<file path="src/rtl/fifo_pkg.sv">
// fifo_pkg: shared helpers for the parametrised synchronous FIFO.
// Provides the occupancy-counter width, the wrap-aware pointer increment
// and the read-mode selector constants used by sync_fifo_param.
package fifo_pkg;

   // Read-mode selector values for the FWFT parameter
   localparam int MODE_STD  = 0;
   localparam int MODE_FWFT = 1;

   // Bits needed to hold an occupancy of 0..depth inclusive
   function automatic int cnt_width(input int depth);
      return $clog2(depth + 1);
   endfunction

   // Advance a pointer, wrapping explicitly from depth-1 to 0 so that
   // non-power-of-two depths never alias onto unused storage slots
   function automatic int ptr_inc(input int ptr, input int depth);
      return (ptr == depth - 1) ? 0 : ptr + 1;
   endfunction

endpackage

</file>
<file path="src/rtl/fifo_mem.sv">
// fifo_mem: WIDTH x DEPTH register array for sync_fifo_param.
// One synchronous write port, one asynchronous read port. The array is
// deliberately not reset; the FIFO control logic tracks which entries are live.
module fifo_mem #(
   parameter int WIDTH = 16,
   parameter int DEPTH = 8,
   parameter int AW    = 3
) (
   input  logic             clk,
   input  logic             we,
   input  logic [AW-1:0]    waddr,
   input  logic [WIDTH-1:0] wdata,
   input  logic [AW-1:0]    raddr,
   output logic [WIDTH-1:0] rdata
);

   logic [WIDTH-1:0] mem [DEPTH];

   // Store the incoming word at the write address on an accepted write
   always_ff @(posedge clk) begin
      if (we) begin
         mem[waddr] <= wdata;
      end
   end

   assign rdata = mem[raddr];

endmodule

</file>
<file path="src/rtl/sync_fifo_param.sv">
// sync_fifo_param: single-clock FIFO of arbitrary depth with occupancy count,
// programmable almost-full/almost-empty thresholds and a standard or
// first-word-fall-through read mode (FWFT parameter).
// Optional build macro SYNC_FIFO_ERR_EN enables the sticky overflow/underflow
// flags; without it both flags are tied low and err_clr is ignored.
module sync_fifo_param
   import fifo_pkg::*;
#(
   parameter int WIDTH    = 16,
   parameter int DEPTH    = 8,
   parameter int AF_LEVEL = DEPTH - 2,
   parameter int AE_LEVEL = 2,
   parameter int FWFT     = MODE_STD
) (
   input  logic                        clk,
   input  logic                        rst,
   input  logic                        wr_en,
   input  logic [WIDTH-1:0]            wr_data,
   input  logic                        rd_en,
   output logic [WIDTH-1:0]            rd_data,
   output logic                        rd_valid,
   output logic                        full,
   output logic                        empty,
   output logic                        almost_full,
   output logic                        almost_empty,
   output logic [cnt_width(DEPTH)-1:0] count,
   output logic                        overflow,
   output logic                        underflow,
   input  logic                        err_clr
);

   localparam int CW = cnt_width(DEPTH);
   localparam int PW = $clog2(DEPTH);

   localparam logic [CW-1:0] CNT_ONE  = CW'(1);
   localparam logic [CW-1:0] CNT_FULL = CW'(DEPTH);
   localparam logic [CW-1:0] CNT_AF   = CW'(AF_LEVEL);
   localparam logic [CW-1:0] CNT_AE   = CW'(AE_LEVEL);

   logic [PW-1:0]    wptr;
   logic [PW-1:0]    rptr;
   logic [WIDTH-1:0] mem_rdata;
   logic             rd_acc;
   logic             wr_acc;

   // A read is only accepted with data present; a write is accepted when
   // there is room or when a same-cycle read frees a slot.
   assign rd_acc = rd_en & ~empty;
   assign wr_acc = wr_en & (~full | rd_acc);

   // Flags come straight from the count register, never from pointer compare
   assign full         = (count == CNT_FULL);
   assign empty        = (count == '0);
   assign almost_full  = (count >= CNT_AF);
   assign almost_empty = (count <= CNT_AE);

   fifo_mem #(
      .WIDTH (WIDTH),
      .DEPTH (DEPTH),
      .AW    (PW)
   ) u_mem (
      .clk   (clk),
      .we    (wr_acc),
      .waddr (wptr),
      .wdata (wr_data),
      .raddr (rptr),
      .rdata (mem_rdata)
   );

   // Pointer and occupancy bookkeeping; simultaneous push and pop leave count as is
   always_ff @(posedge clk or posedge rst) begin
      if (rst) begin
         wptr  <= '0;
         rptr  <= '0;
         count <= '0;
      end else begin
         if (wr_acc) begin
            wptr <= PW'(ptr_inc(int'(wptr), DEPTH));
         end
         if (rd_acc) begin
            rptr <= PW'(ptr_inc(int'(rptr), DEPTH));
         end
         case ({wr_acc, rd_acc})
            2'b10:   count <= count + CNT_ONE;
            2'b01:   count <= count - CNT_ONE;
            default: count <= count;
         endcase
      end
   end

   generate
      if (FWFT == MODE_FWFT) begin : g_fwft
         // Head word is presented before the pop; masked to zero while empty
         // so the output never exposes stale or uninitialised storage.
         assign rd_data  = empty ? '0 : mem_rdata;
         assign rd_valid = ~empty;
      end else begin : g_std
         logic [WIDTH-1:0] rd_data_p1;
         logic             vld_p1;

         // ---- stage p1: registered head word, valid pulses for one cycle per pop
         always_ff @(posedge clk or posedge rst) begin
            if (rst) begin
               rd_data_p1 <= '0;
               vld_p1     <= 1'b0;
            end else begin
               vld_p1 <= rd_acc;
               if (rd_acc) begin
                  rd_data_p1 <= mem_rdata;
               end
            end
         end

         assign rd_data  = rd_data_p1;
         assign rd_valid = vld_p1;
      end
   endgenerate

`ifdef SYNC_FIFO_ERR_EN
   logic overflow_q;
   logic underflow_q;

   // Sticky error capture; a clear in the same cycle as a new error wins
   always_ff @(posedge clk or posedge rst) begin
      if (rst) begin
         overflow_q  <= 1'b0;
         underflow_q <= 1'b0;
      end else if (err_clr) begin
         overflow_q  <= 1'b0;
         underflow_q <= 1'b0;
      end else begin
         if (wr_en & ~wr_acc) begin
            overflow_q <= 1'b1;
         end
         if (rd_en & empty) begin
            underflow_q <= 1'b1;
         end
      end
   end

   assign overflow  = overflow_q;
   assign underflow = underflow_q;
`else
   logic unused_err_clr;

   assign unused_err_clr = err_clr;
   assign overflow       = 1'b0;
   assign underflow      = 1'b0;
`endif

endmodule

</file>
<file path="config.mk">
export PLATFORM = sky130hd
export DESIGN_NAME = sync_fifo_param
export DESIGN_NICKNAME = d
export VERILOG_FILES = /design/src/rtl/fifo_pkg.sv /design/src/rtl/fifo_mem.sv /design/src/rtl/sync_fifo_param.sv
export SDC_FILE = /design/constraint.sdc
export NUM_CORES = 1
export LEC_CHECK = 0
export CORE_ASPECT_RATIO = 0.6
export CORE_MARGIN = 1.5
export CORE_UTILIZATION = 62
export DETAILED_ROUTE_END_ITERATION = 7
export GPL_TIMING_DRIVEN = 0
export PLACE_DENSITY = 0.8
export SLEW_MARGIN = 20
export SYNTH_ARGS = -nofsm -noshare
export SYNTH_HDL_FRONTEND = slang
export SYNTH_SLANG_ARGS = --single-unit
</file>
<file path="constraint.sdc">
create_clock -name clk -period 4.8 [get_ports clk]
set_input_delay 0.96 -clock clk [delete_from_list [all_inputs] [get_ports clk]]
set_output_delay 0.96 -clock clk [all_outputs]
set_load 0.005 [all_outputs]
</file>
==> run_results.csv, run 1 <==
group,metric,value,unit
sta,rsz0062_at_grt,"no",
critical_path,critical_path.startpoint_type,"flip-flop",
drt,drt_first_pass_iters,4,
drt,drtIter0Drc,256,
placement,dpl.hpwl,8.38,mm
synth,synthXorXnorAreaFrac,0.423,%
global_route,antenna_found_initial,0,
finish,nNetsFinal,476,
sta,finalCriticalPeriod,3.02,ns
placement,numPortBuffers,44,
clock_tree,cts_setup_buffers,0,
outcome,outcome,"finished, final reports clean",
critical_path,end_kind,"output port",
clock_tree,cts_buffer_depth,2,
drt,avgViaCountPerCell,5.90,
synth,ys_seq_elements,155,
synth,muxShareOfSynthArea,11.7,%
power,power_leakage,2.78,nW
synth,yosys_warnings,0,
floorplan,die_h,80.5,µm
clock_tree,clock_latency,0.41,ns
clock_tree,clock-sinks,155,
finish,final_common_cell,"edfxtp_1",
drt,routed_wl,12.9,mm
sta,finalSetupViolations,0,
clock_tree,cts_resized,0,
global_route,grt_max_degree,28,
clock_tree,cts_hold_buffers,0,
critical_path,crit_arrival,2.06,ns
floorplan,core,0.00981,mm²
floorplan,die_w,132,µm
global_route,grt_use_met1,34.4,%
synth,syn_inst,367,
sta,fin_setup_tns,0,ns
clock_tree,htreeDepth,4,
flow_run,drv_cap,0,
floorplan,ios,48,
floorplan,rows,28,
global_route,global_route.usage.met2,41.9,%
synth,synth_compound_area_share,7.46,%
clock_tree,tritoncts,"done",
critical_path,required,3.84,ns
clock_tree,path_clk_slew,0.06,ns
global_route,met3_usage,7.32,%
finish,final_util,77.8,%
sta,fin_hold_ws,0.485,ns
synth,synth-seq-area-share,72.8,%
finish,final_cell_mix,"edfxtp_1 (128), clkdlybuf4s50_1 (44), mux2_2 (34)",
sta,period_share,63.0,%
global_route,track_usage,26.0,%
floorplan,start_util,63.3,%
critical_path,crit_type,"flip-flop to output port",
critical_path,cp_max_fo,7,
global_route,gr-total-overflow,0,
synth,synth_top_family_by_area,"multiplexers",
finish,syn_to_final_growth,23.0,%
synth,synthAdderAreaFrac,1.53,%
drt,drc,0,
floorplan,dieArea,0.0106,mm²
drt,routedWlPerCell,21.6,µm
finish,n_fill_cell,549,
sta,slew_headroom,46.5,%
sta,maxSlewViolCount,0,
clock_tree,cts-root-buf,"clkbuf_16",
sta,tightest_slew,0.798,ns
global_route,grt_busiest_layer,"met2",
drt,vias,3519,
synth,syn_area,0.00620,mm²
finish,multi_input_area,0.00158,mm²
synth,synth.distinct_cells,42,
sta,fmax,331,MHz
sta,hold_violations,0,
sta,clock_skew,0.00847,ns
hold_path,hold_class,"flip-flop to flip-flop",
placement,gp_congestion,0.816,
finish,layout-drive-gt1-share,24.3,%
global_route,grt_pass1_vias,3536,
drt,ant_nets,0,
power,ir_worst_vdd,376,µV
clock_tree,cts_buffers,17,
finish,seqCellArea,0.00452,mm²
finish,diodes,0,
power,cellPowerDensity,629,mW/mm²
synth,synthSimpleGateAreaFrac,3.63,%
synth,postSynthAreaPerCell,16.9,µm²
global_route,grt_pass1_wl,19.6,mm
[synthesized netlist by cell type (all sizes together)]
library cell	count	area [µm²]
a21oi	3	15.0
a221o	16	160
mux2	35	394
or4b	1	13.8
o22ai	16	100
fa	1	20.0
nor2b	1	6.26
nor4	1	6.26
nor3b	2	15.0
a311oi	1	15.0
dfrtp	27	676
a211oi	1	7.51
mux2i	33	330
nand2	23	86.3
nand3	1	5.00
a21o	3	22.5
nor4b	2	17.5
ha	6	75.1
or3	1	11.3
nand2b	3	18.8
a221oi	1	8.76
o41ai	1	16.3
xor2	1	8.76
and2	1	6.26
clkbuf	4	15.0
o21ai	18	101
buf	16	110
nor3	4	20.0
nor2	5	18.8
xnor2	2	17.5
edfxtp	128	3840
conb	1	3.75
o21a	1	7.51
inv	6	22.5
a22o	1	8.76
[layer usage]
layer	vias up	routed length, µm	part of all wire (%)
li1	1599	-	-
met1	1764	5510	43
met2	145	6220	48
met3	11	1080	8.4
met4	0	91	0.71
met5	-	0	0
[power breakdown]
| group | internal (W) | total [W] | switching [W] |
|---|---|---|---|
| clock network | 0.000913 | 0.00142 | 0.000506 |
| registers | 0.00174 | 0.00190 | 0.000159 |
| logic | 0.000732 | 0.00148 | 0.000750 |
[per-stage QoR]
stage	std cells	instance area [µm²]	power, W	setup WS, ns
floorplan	368	6210	0.00278	1.54
global placement	547	6820	0.00327	-0.802
detailed placement	564	6990	0.00337	1.43
CTS	596	7630	0.00481	1.77
global route	596	7630	0.00500	1.72
finish	596	7630	0.00480	1.78
[flip-flops by register name, indices dropped and copies added, names as in the netlist]
register / count
u_mem.mem: 128
rptr: 3
rd_valid: 1
count: 4
rd_data: 16
wptr: 3
[final cells by class]
type | instances | area share, %
Sequential cell | 155 | 59.2
Multi-Input combinational cell | 187 | 20.7
Timing Repair Buffer | 61 | 7.49
Clock buffer | 22 | 6.22
Tap cell | 135 | 2.21
Clock inverter | 10 | 2.16
Buffer | 20 | 1.64
Inverter | 6 | 0.295
[worst max-delay path: stages (launching register included)]
cell	delay, ns
dfrtp_1	0.48
or4b_4	0.61
inv_1	0.07
clkdlybuf4s50_1	0.49
[logic make-up (layout without fill, tap and decap cells)]
group                    count (synthesis)  count (layout)
AO/OA/AOI/OAI                           62              62
other                                    1               2
buffers and inverters                   26             119
adder cells (fa/ha/maj)                  7               7
XOR/XNOR                                 3               3
flip-flops                             155             155
AND/OR/NAND/NOR                         45              45
multiplexers                            68              68
[final timing paths]
path / from / to / slack, ns / cells past startpoint
min in group asynchronous: rst / rd_data[12]$_DFFE_PP0N_ / 0.96 / 2
worst max-delay path: count[0]$_DFFE_PP0P_ / full / 1.78 / 3
worst min register to register: rd_data[11]$_DFFE_PP0N_ / rd_data[11]$_DFFE_PP0N_ / 0.49 / 2
worst min-delay path: rd_data[11]$_DFFE_PP0N_ / rd_data[11]$_DFFE_PP0N_ / 0.49 / 2
worst max register to register: count[3]$_DFFE_PP0P_ / u_mem.mem[3][9]$_DFFE_PP_ / 2.37 / 7
max in group asynchronous: rst / rptr[0]$_DFFE_PP0N_ / 3.41 / 2
Note: power is estimated with default switching activity, not from simulation.
==> run 2, diff against run 1 <==
--- a/config.mk
+++ b/config.mk
@@ -7,10 +7,10 @@
 export LEC_CHECK = 0
 export CORE_ASPECT_RATIO = 0.6
 export CORE_MARGIN = 1.5
-export CORE_UTILIZATION = 62
+export CORE_UTILIZATION = 52
 export DETAILED_ROUTE_END_ITERATION = 7
 export GPL_TIMING_DRIVEN = 0
-export PLACE_DENSITY = 0.8
+export PLACE_DENSITY = 0.71
 export SLEW_MARGIN = 20
 export SYNTH_ARGS = -nofsm -noshare
 export SYNTH_HDL_FRONTEND = slang
==> constraint.sdc (replaced) <==
create_clock -name clk -period 2.6 [get_ports clk]
set_input_delay 0.52 -clock clk [delete_from_list [all_inputs] [get_ports clk]]
set_output_delay 0.52 -clock clk [all_outputs]
set_load 0.005 [all_outputs]
==> run 2 against run 1 <==
Count of clock-buffer cells in the layout is 4 lower. Die area rose by 19%. Flip-flop and latch count unchanged. Via count decreased by 2.0%. Non-clock buffer count down 2. First-iteration DRC count rose by 50%. Sequential share of layout area shrank 0.057 points. Routed wire length up 0.27%.
==> run_results.csv, run 2 (synthesis results as in run 1) <==
group,metric,value,unit
outcome,outcome,"finished, final reports clean",
flow_run,drv_cap,0,
critical_path,crit_arrival,2.02,ns
clock_tree,cts_hold_buffers,0,
power,power_leakage,2.76,nW
sta,hold_violations,0,
drt,drtIter0Drc,385,
clock_tree,clock-sinks,155,
sta,finalCriticalPeriod,2.54,ns
critical_path,critical_path.startpoint_type,"flip-flop",
critical_path,required,2.08,ns
finish,final_common_cell,"edfxtp_1",
sta,slew_headroom,45.7,%
global_route,grt_max_degree,28,
critical_path,worstReg2RegStart,"count[0]$_DFFE_PP0P_",
placement,gp_congestion,0.778,
sta,fmax,393,MHz
clock_tree,cts_buffer_depth,2,
critical_path,r2r_end,"count[3]$_DFFE_PP0P_",
drt,routedWlPerCell,20.9,µm
critical_path,rrSetupSlack,0.23,ns
clock_tree,htreeDepth,4,
global_route,antenna_found_initial,0,
critical_path,cp_max_fo,7,
placement,dp.cells,583,
critical_path,crit_type,"flip-flop to output port",
global_route,track_usage,22.4,%
finish,diodes,0,
sta,maxSlewViolCount,0,
hold_path,hold_depth,2,
drt,ant_nets,0,
finish,final_cell_mix,"edfxtp_1 (128), clkdlybuf4s50_1 (44), mux2_2 (34)",
clock_tree,cts_buffers,17,
floorplan,die_w,144,µm
finish,stdcell_count,619,
clock_tree,tritoncts,"done",
global_route,grt_pass1_vias,3419,
critical_path,end_kind,"output port",
floorplan,rows,30,
placement,numPortBuffers,44,
sta,tightest_slew,0.812,ns
drt,vias,3448,
power,ir_worst_vdd,714,µV
floorplan,ios,48,
sta,finalSetupViolations,0,
sta,period_share,97.8,%
hold_path,hold_end,"rd_data[1]$_DFFE_PP0N_",
drt,routed_wl,12.9,mm
finish,syn_to_final_growth,23.2,%
drt,drc,0,
floorplan,dieArea,0.0126,mm²
finish,largest_reg_flops,128,
sta,clock_skew,0.0119,ns
floorplan,die_h,87.6,µm
clock_tree,clock_latency,0.43,ns
drt,avgViaCountPerCell,5.57,
hold_path,hp-start,"rd_data[1]$_DFFE_PP0N_",
critical_path,worst-r2r-cell-count,9,
global_route,gr-total-overflow,0,
sta,rsz0062_at_grt,"no",
finish,nNetsFinal,474,
finish,top_register,"u_mem.mem",
floorplan,core,0.0114,mm²
power,cellPowerDensity,1130,mW/mm²
clock_tree,cts-root-buf,"clkbuf_16",
floorplan,start_util,54.2,%
sta,fin_hold_ws,0.486,ns
critical_path,crit_path_start,"count[0]$_DFFE_PP0P_",
global_route,grt_pass1_wl,19.6,mm
drt,drt_first_pass_iters,5,
hold_path,hold_class,"flip-flop to flip-flop",
finish,layout-drive-gt1-share,24.4,%
placement,dpl.hpwl,8.71,mm
clock_tree,path_clk_slew,0.06,ns
run 2: changes by cell type in the layout (fill, tap and decap cells not counted), moves of 2 or more:
cell,change
buf_8,+2
bufinv_16,-3
clkinv_4,+3
nor4b_4,+2
nor4b_2,-2
nor3b_2,-2
dfrtp_1,-3
buf_2,-6
dfrtp_2,+3
buf_4,+2
nor3b_4,+2
inv_6,+2
clkinv_1,+2
clkbuf_8,-3
run 2: repair_timing:
| item | CTS | global route |
|---|---|---|
| setup endpoints to repair | 0 | 2 |
| endpoints found under the hold margin | 0 | 0 |
| buffers inserted | 0 | 4 |
| resized for setup | 0 | 4 |
run 2: where the power goes:
group,internal [W],switching (W)
Combinational,0.00141,0.00139
Sequential,0.00322,0.000318
Clock,0.00132,0.000973
Total,0.00594,0.00268
run 2: cell type report:
| cell class | instances | area [µm²] |
|---|---|---|
| Fill cell | 798 | 3800 |
| Multi-Input combinational cell | 187 | 1630 |
| Inverter | 6 | 22.5 |
| Tap cell | 160 | 200 |
| Clock buffer | 18 | 429 |
| Buffer | 20 | 125 |
| Clock inverter | 14 | 124 |
| Sequential cell | 155 | 4520 |
| Timing Repair Buffer | 59 | 587 |
run 2: critical path, stage by stage (launching register included):
cell	delay, ns
dfrtp_2	0.47
or4b_4	0.58
inv_1	0.07
clkdlybuf4s50_1	0.49
run 2: per-stage QoR:
step / util (%) / area (µm²) / setup slack, ns / total power (W) / TNS, ns
floorplan: - / 6240 / 0.0198 / 0.00515 / 0
global placement: 60.1 / 6880 / -1.60 / 0.00608 / -124.78
detailed placement: 61.5 / 7050 / -0.211 / 0.00632 / -6.09
CTS: 66.4 / 7600 / 0.00138 / 0.00861 / 0
global route: 66.8 / 7640 / 0.00873 / 0.00902 / 0
finish: 66.8 / 7640 / 0.0565 / 0.00863 / 0
run 2: per-layer routing:
metal | part of all wire [%] | global-route usage (%)
met1 | 49 | 32.6
met2 | 45 | 33.5
met3 | 5.4 | 4.81
met4 | 1.1 | 8.81
met5 | 0 | 0
run 2: worst max path at each step:
stage	cells past startpoint	slack (ns)	end
3_3_place_gp	4	-1.60	u_mem.mem[1][13]$_DFFE_PP_
4_1_cts	3	0.001	full
5_1_grt	3	0.009	full
3_5_place_dp	5	-0.21	u_mem.mem[3][7]$_DFFE_PP_
6_report	3	0.06	full
2_1_floorplan	5	0.02	u_mem.mem[1][0]$_DFFE_PP_
==> run 3, diff against run 2 <==
--- a/config.mk
+++ b/config.mk
@@ -5,13 +5,14 @@
 export SDC_FILE = /design/constraint.sdc
 export NUM_CORES = 1
 export LEC_CHECK = 0
+export CAP_MARGIN = 20
 export CORE_ASPECT_RATIO = 0.6
 export CORE_MARGIN = 1.5
-export CORE_UTILIZATION = 52
+export CORE_UTILIZATION = 58
 export DETAILED_ROUTE_END_ITERATION = 7
 export GPL_TIMING_DRIVEN = 0
-export PLACE_DENSITY = 0.71
-export SLEW_MARGIN = 20
+export PLACE_DENSITY = 0.75
+export SLEW_MARGIN = 10
 export SYNTH_ARGS = -nofsm -noshare
 export SYNTH_HDL_FRONTEND = slang
 export SYNTH_SLANG_ARGS = --single-unit
==> constraint.sdc (replaced) <==
create_clock -name clk -period 2.53 [get_ports clk]
set_input_delay 0.506 -clock clk [delete_from_list [all_inputs] [get_ports clk]]
set_output_delay 0.506 -clock clk [all_outputs]
set_load 0.005 [all_outputs]
==> run 3 against run 2 <==
Die area fell by 10%. Largest power group unchanged. Combinational power rose by 6%. Critical endpoint unchanged. Sequential power rose by 3%. Critical path depth did not move. Clock power rose by 12%. Highest routed layer unchanged. Sequential share of layout area fell by 0.68 points. First-iteration DRC count fell by 14%.
==> run_results.csv, run 3 (synthesis results as in run 1) <==
group,metric,value,unit
drt,routed_wl,13.2,mm
critical_path,end_kind,"output port",
finish,layout-drive-gt1-share,25.2,%
floorplan,start_util,59.2,%
drt,avgViaCountPerCell,5.87,
sta,hold_violations,0,
finish,final_cell_mix,"edfxtp_1 (128), clkdlybuf4s50_1 (44), mux2_2 (34)",
power,swShare,30.7,%
finish,nNetsFinal,476,
flow_run,drv_cap,0,
power,power,0.00917,W
placement,gp_congestion,0.795,
sta,fin_ws,0.0329,ns
clock_tree,tritoncts,"done",
finish,design_area,0.00773,mm²
clock_tree,cts_buffers,17,
drt,drt_first_pass_iters,5,
floorplan,core,0.0105,mm²
critical_path,crit_chain,"or4b_4, inv_1, clkdlybuf4s50_1",
drt,ant_nets,0,
power,internal_power,0.00635,W
critical_path,slowest_stage,"or4b_4",
global_route,gr-total-overflow,0,
sta,fin_hold_ws,0.427,ns
power,ir_worst_vdd,687,µV
global_route,grt_max_degree,18,
sta,clock_skew,0.00667,ns
clock_tree,clock_latency,0.42,ns
finish,largest_reg_flops,128,
global_route,track_usage,25.3,%
floorplan,rows,29,
sta,finalSetupViolations,0,
sta,tightest_slew,0.872,ns
critical_path,critical_path.startpoint_type,"flip-flop",
critical_path,crit_type,"flip-flop to output port",
drt,drtIter0Drc,333,
floorplan,die_w,137,µm
critical_path,required,2.02,ns
power,power_switching,0.00282,W
placement,dpl.hpwl,8.41,mm
drt,routedWlPerCell,21.9,µm
floorplan,die_h,83.1,µm
clock_tree,path_clk_slew,0.06,ns
critical_path,path_buf_inv,2,
global_route,grt_pass1_vias,3515,
sta,finalCriticalPeriod,2.50,ns
power,p_clk_share,28.0,%
clock_tree,cts_hold_buffers,0,
drt,vias,3522,
floorplan,dieArea,0.0113,mm²
sta,period_share,98.7,%
sta,maxSlewViolCount,0,
hold_path,hold_class,"input pin to async pin",
power,cellPowerDensity,1190,mW/mm²
finish,final_common_cell,"edfxtp_1",
clock_tree,htreeDepth,4,
sta,fmax,400,MHz
sta,slew_headroom,41.6,%
clock_tree,cts-root-buf,"clkbuf_16",
floorplan,ios,48,
global_route,antenna_found_initial,0,
drt,drc,0,
critical_path,cpPeakStageDelay,0.57,ns
power,power_leakage,2.80,nW
placement,numPortBuffers,44,
placement,place_ws,-0.249,ns
finish,diodes,0,
finish,stdcell_count,600,
critical_path,crit_arrival,1.99,ns
finish,top_register,"u_mem.mem",
placement,placed_cell_area,0.00705,mm²
finish,syn_to_final_growth,24.6,%
clock_tree,clock-sinks,155,
outcome,outcome,"finished, final reports clean",
critical_path,cp_max_fo,4,
power,power_frac_comb,32.5,%
power,sequentialPowerShare,39.5,%
placement,dp.cells,560,
global_route,grt_pass1_wl,20.3,mm
critical_path,crit_family,"simple AND/OR/NAND/NOR gates",
clock_tree,cts_buffer_depth,2,
## run 3: area by class of cell
class | count | area (µm²)
inverter | 6 | 22.5
buffer | 20 | 129
sequential | 155 | 4520
fill | 637 | 2750
clock buffer | 18 | 429
clock inverter | 14 | 169
tap | 139 | 174
multi-input combinational | 187 | 1650
timing repair buffer | 61 | 637
## run 3: routing by layer
| layer | track usage [%] | share of wire [%] | vias to the layer above |
|---|---|---|---|
| met5 | 0 | 0 | - |
| met4 | 8.03 | 1.6 | 0 |
| met3 | 5.92 | 7.2 | 19 |
| met2 | 38.1 | 47 | 140 |
| met1 | 37.0 | 45 | 1764 |
| li1 | - | - | 1599 |
## run 3: what timing repair did
item | CTS | global route
hold endpoints to repair | 0 | 0
buffers inserted | 4 | 4
setup endpoints to repair | 1 | 2
gates resized for setup | 2 | 5
pin swaps | 0 | 0
## run 3: power by group through the flow
stage	Clock [W]	Combinational (W)	Sequential (W)
final	0.00257	0.00298	0.00363
after global routing	0.00271	0.00322	0.00367
after CTS	0.00260	0.00292	0.00362
after detailed placement	0	0.00283	0.00368
after global placement	0	0.00264	0.00362
after floorplan	0	0.00170	0.00360
## run 3: path summary, 6_finish.rpt
path | to | startpoint | slack (ns) | depth (start not counted)
min in group clk | rd_data[10]$_DFFE_PP0N_ | rd_data[10]$_DFFE_PP0N_ | 0.49 | 2
min | rd_data[5]$_DFFE_PP0N_ | rst | 0.43 | 2
max reg2reg | count[3]$_DFFE_PP0P_ | count[0]$_DFFE_PP0P_ | 0.15 | 10
max in group asynchronous | rptr[0]$_DFFE_PP0N_ | rst | 1.61 | 3
max | full | count[0]$_DFFE_PP0P_ | 0.03 | 3
min reg2reg | rd_data[10]$_DFFE_PP0N_ | rd_data[10]$_DFFE_PP0N_ | 0.49 | 2
## run 3: metrics by stage
step	TNS, ns	utilization [%]
after floorplan	0	-
after global placement	-114.25	65.4
after detailed placement	-7.40	67.2
after CTS	0	73.2
after global routing	-0.00623	73.7
final	0	73.7
## run 3: worst reg2reg max path: cells and delay by family, from the launching register on
family          cells  cell delay [ns]
compound gates      4             0.82
buf+inv             3             0.35
simple gates        2             0.32
fa+ha+maj           1             0.33
flops               1             0.44
